## src/rtl/sigmoid_stream.sv

```systemverilog
// Piecewise-linear sigmoid over an NCH-channel score vector, one channel per cycle; SIGMOID_ROUND_EN selects round-to-nearest.
// Latency: channel i of a vector accepted on edge E appears on out_* after edge E+2+i.
// Backpressure: out_ready low freezes issue and both stages; in_ready is high only while idle.
module sigmoid_stream #(
    parameter int W     = 8,
    parameter int FRAC  = 6,
    parameter int SHIFT = 8,
    parameter int NSEG  = 4,
    parameter int NCH   = 4,
    parameter int ZW    = W + 5,
    localparam int CHW  = (NCH > 1) ? $clog2(NCH) : 1
) (
    input  logic              clk,
    input  logic              rst,
    input  logic              in_valid,
    output logic              in_ready,
    input  logic [NCH*ZW-1:0] in_z,
    output logic              out_valid,
    input  logic              out_ready,
    output logic [W-1:0]      out_p,
    output logic [CHW-1:0]    out_ch,
    output logic              out_last
);
    localparam int HW = FRAC + 6;
    localparam logic [HW-1:0] ONE_V  = HW'(2 ** (FRAC + 4));
    localparam logic [HW-1:0] HALF_V = HW'(2 ** (FRAC + 3));
    localparam logic [HW-1:0] PMAX   = HW'(2 ** FRAC);

    typedef enum logic {IDLE, ISSUE} state_t;

    state_t                state, state_nxt;
    logic [CHW-1:0]        idx;
    logic signed [ZW-1:0]  vec [NCH];
    logic                  advance, accept, last_issue, issue_now;

    assign advance    = !out_valid || out_ready;
    assign accept     = in_valid && in_ready;
    assign last_issue = (idx == CHW'(NCH - 1));
    assign issue_now  = (state == ISSUE) && advance;

    always_comb begin
        state_nxt = state;
        in_ready  = 1'b0;
        case (state)
            IDLE: begin
                in_ready = 1'b1;
                if (in_valid)
                    state_nxt = ISSUE;
            end
            ISSUE: begin
                if (advance && last_issue)
                    state_nxt = IDLE;
            end
            default: state_nxt = IDLE;
        endcase
    end

    always_ff @(posedge clk) begin
        if (rst) begin
            state <= IDLE;
            idx   <= '0;
        end else begin
            state <= state_nxt;
            if (accept)
                idx <= '0;
            else if (issue_now)
                idx <= last_issue ? '0 : idx + 1'b1;
        end
    end

    always_ff @(posedge clk) begin
        if (accept) begin
            for (int c = 0; c < NCH; c++)
                vec[c] <= in_z[c*ZW +: ZW];
        end
    end

    // S1: segment decode; slope is the segment's rise over one 2^SHIFT step
    logic signed [ZW-1:0]    z;
    logic [SHIFT-1:0]        f;
    int                      kk;
    logic [HW-1:0]           slope, base, h_calc;
    logic [HW+SHIFT-1:0]     prod;

    always_comb begin
        z      = vec[idx];
        kk     = int'(z >>> SHIFT);
        f      = z[SHIFT-1:0];
        slope  = '0;
        base   = '0;
        prod   = '0;
        h_calc = '0;
        if (kk >= NSEG) begin
            h_calc = ONE_V;
        end else if (kk >= -NSEG) begin
            if (kk >= 0) begin
                slope = HALF_V >> (kk + 1);
                base  = ONE_V - (HALF_V >> kk);
            end else begin
                slope = HALF_V >> (-kk);
                base  = slope;
            end
            prod   = (HW+SHIFT)'(slope) * (HW+SHIFT)'(f);
            h_calc = base + HW'(prod >> SHIFT);
        end
    end

    logic                  s1_vld, s1_last;
    logic [HW-1:0]         s1_h;
    logic [CHW-1:0]        s1_ch;

    always_ff @(posedge clk) begin
        if (rst) begin
            s1_vld  <= 1'b0;
            s1_h    <= '0;
            s1_ch   <= '0;
            s1_last <= 1'b0;
        end else if (advance) begin
            s1_vld  <= (state == ISSUE);
            s1_h    <= h_calc;
            s1_ch   <= idx;
            s1_last <= last_issue;
        end
    end

    // S2: drop the 4 guard bits, then clip to 1.0
    logic [HW-1:0] r, rc;

    always_comb begin
`ifdef SIGMOID_ROUND_EN
        r = (s1_h + HW'(8)) >> 4;
`else
        r = s1_h >> 4;
`endif
        rc = (r > PMAX) ? PMAX : r;
    end

    always_ff @(posedge clk) begin
        if (rst) begin
            out_valid <= 1'b0;
            out_p     <= '0;
            out_ch    <= '0;
            out_last  <= 1'b0;
        end else if (advance) begin
            out_valid <= s1_vld;
            out_p     <= W'(rc);
            out_ch    <= s1_ch;
            out_last  <= s1_last;
        end
    end
endmodule

```

## config.mk

```make
export PLATFORM = sky130hd
export DESIGN_NAME = sigmoid_stream
export DESIGN_NICKNAME = d
export VERILOG_FILES = /design/src/rtl/sigmoid_stream.sv
export SDC_FILE = /design/constraint.sdc
export NUM_CORES = 1
export LEC_CHECK = 0
export CAP_MARGIN = 20
export CORE_ASPECT_RATIO = 1.25
export CORE_UTILIZATION = 35
export DETAILED_ROUTE_END_ITERATION = 6
export PLACE_DENSITY = 0.53
export SLEW_MARGIN = 15
export SYNTH_ARGS = -nofsm -noshare
export SYNTH_HDL_FRONTEND = slang
export SYNTH_SLANG_ARGS = --single-unit
```

## constraint.sdc

```tcl
create_clock -name clk -period 9.5 [get_ports clk]
set_input_delay 0.95 -clock clk [delete_from_list [all_inputs] [get_ports clk]]
set_output_delay 0.95 -clock clk [all_outputs]
set_load 0.1 [all_outputs]
```

==> reports/metrics.csv <==
metric,value,unit
status,"finished, final reports clean",
synthFlopType,edfxtp_1,
synthToLayoutAreaGrowth,19.54,%
p_switching,308.0,uW
dieArea,18940,um2
ys_top_cells_by_count,"nor2_1, inv_1, nand2_1",
drt_iter0_drc,271,
cpPeakStageDelay,0.68,ns
clk_pin_slew,0.06,ns
fmax,0.1131,GHz
yosysSeqAreaShare,0.3328,
maxSlewHeadroom,0.3401,
clk_latency,0.33,ns
critical_path_class,flop to flop,
cts.sinks,81,
power_density,134.9,nW/um2
rsz0062_at_grt,no,
cpMaxStageDelayCell,mux4_2,
syn-cell-area,6436,um2
dpl_worst_slack,0.2846,ns
slew_viol_final,0,
routedWlPerCell,15.48,um
critPathArrivalTime,9.07,ns
grt_pass1_vias,4964,
maxCapViolations,0,
tightest_slew,0.9867,ns
syn-num-nets,811,
antenna_cells,0,
num_rows,55,
yosys-top-cells-area,"edfxtp_1, fa_1, ha_1, dfxtp_1, nor2_1",
final_cells,945,
cts_setup_buffers,0,
ant_nets,0,
combPwrFrac,0.249,
fin_setup_tns,0,ns
gr-total-overflow,0,
drc,0,
die_h,153.6,um
cp.required,9.73,ns
switching_share,0.2968,
antenna_found_initial,0,
skew,0.007045,ns
io_pins,69,
cts_resized,0,
cts.htree.levels,3,
power.internal,729.8,uW
p_leak,0.003282,uW
grt_use_total,0.1629,
vias,4807,
power_frac_seq,0.388,
io_buffers,68,
min-delay-start,out_ch[1]$_SDFFE_PP0N_,
yosysTopAreaCell,edfxtp_1,
period_share,0.9307,
numCtsBuffers,9,
grt_max_degree,53,
crit_top_cell,fa_1,
ys_seq_elements,81,
clock-root-buffer,clkbuf_16,
dp_cells,929,
synthCells,650,
synth_area_per_cell,9.902,um2
synth_edf_count,52,
hold_class,flop to flop,
synth.most_common_cell,nor2_1,
wl,14630,um
final_net_count,873,
synth_warnings,0,
timing.critical_path.from_type,flop,
drive_above_1_share,0.07531,
vias_per_cell,5.087,
min_period,8.841,ns
drt_pre_antenna_iters,4,
tritoncts,yes,
synth_cell_types,64,
finalSetupViolCount,0,
final_hold_viol_count,0,
synth_top_area_frac,0.2426,
peakVddDrop,0.0001185,V
dp_hpwl,11740,um
cts.path.max_buffers,2,
die_w,123.3,um
grt_pass1_wl,24120,um
ctsHoldBuffers,0,
fp.coreArea,18030,um2
critPathMaxFanout,9,
floorplan.initialDensity,0.3570,
async_reset_ff_frac,0,
place.gp.congestion,0.8568,
setup_ws,0.6588,ns
endpoint_kind,flop,
clkPwrFrac,0.363,
==> state kept, by name, summed over array words and instances, names as in the netlist, named ones only <==
signal and cells:
vec 52, out_p 8, s1_h 8, idx 2
out_ch 2, s1_ch 2, out_last 1, out_valid 1
s1_last 1, s1_vld 1, state 1
==> routing by layer <==
metal	wire length, um	vias to the layer above	track usage
met3	397	23	0.02040
met4	305	0	0.05336
met2	7760	98	0.2886
li1	-	2346	-
met1	6165	2340	0.2015
met5	0	-	0
==> power by group through the flow <==
stage | clock [uW] | combinational, uW | sequential, uW
after global routing | 399 | 289 | 404
after floorplan | 0 | 171 | 418
after CTS | 386 | 259 | 403
final | 377 | 258 | 402
after global placement | 0 | 253 | 410
after detailed placement | 0 | 257 | 410
==> worst max-delay path, delay by kind of cell, from the launching register on <==
family,cells,cell delay (ns)
AOI/OAI and AO/OA,8,1.79
xor gates and xnor gates,1,0.22
adders and majority gates,8,3.28
buffers and inverters,3,0.31
DFF,1,0.45
muxes,1,0.68
and+or+nand+nor,11,2.00
==> final timing paths <==
check | to | slack [ns] | cells past startpoint
hold / removal | out_ch[1]$_SDFFE_PP0N_ | 0.45 | 2
hold reg to reg | out_ch[1]$_SDFFE_PP0N_ | 0.45 | 2
setup reg to reg | s1_h[8]$_SDFFE_PP0N_ | 0.66 | 32
setup / recovery | s1_h[8]$_SDFFE_PP0N_ | 0.66 | 32
==> area by class of cell <==
class                   instances  area (um2)
repair buffers                 77       752.0
well taps                     228       285.3
multi-input cells             474        3929
flip-flops and latches         81        2142
inverters                      69       259.0
fillers                      1779       10340
clock buffers                   9       225.2
clock inverters                 7       101.3
==> stage by stage <==
stage               area [um2]    util  hold slack, ns  total power [uW]
floorplan                 6436       -          0.4321             588.7
global placement          7353  0.4078          0.4406             662.6
detailed placement        7353  0.4078          0.4433             667.5
CTS                       7680  0.4260          0.4528              1048
global route              7694  0.4267          0.4728              1093
finish                    7694  0.4267          0.4496              1038
==> placed cells by master (no fill, tap or decap), drive strengths merged, types with 10 or more instances in the layout <==
cell type	Yosys	layout
nor2	80	80
inv	68	71
clkdlybuf4s50	0	68
nand2	63	63
ha	58	58
edfxtp	52	52
fa	47	47
dfxtp	29	29
o21ai	29	29
a21oi	20	20
nand3	15	15
nand2b	13	13
and2	13	13
nor3	10	10
==> cells by family (layout without fill, tap and decap cells) <==
logic type	count (synthesis)	after routing	synth area share
AND/OR/NAND/NOR	226	226	0.1656
AO/OA/AOI/OAI	107	107	0.1170
adder cells (fa/ha/maj)	105	105	0.2589
buffers and inverters	95	162	0.05948
flip-flops	81	81	0.3328
multiplexers	21	21	0.04569
XOR/XNOR	15	15	0.02041
(Power assumes the default switching activity.)
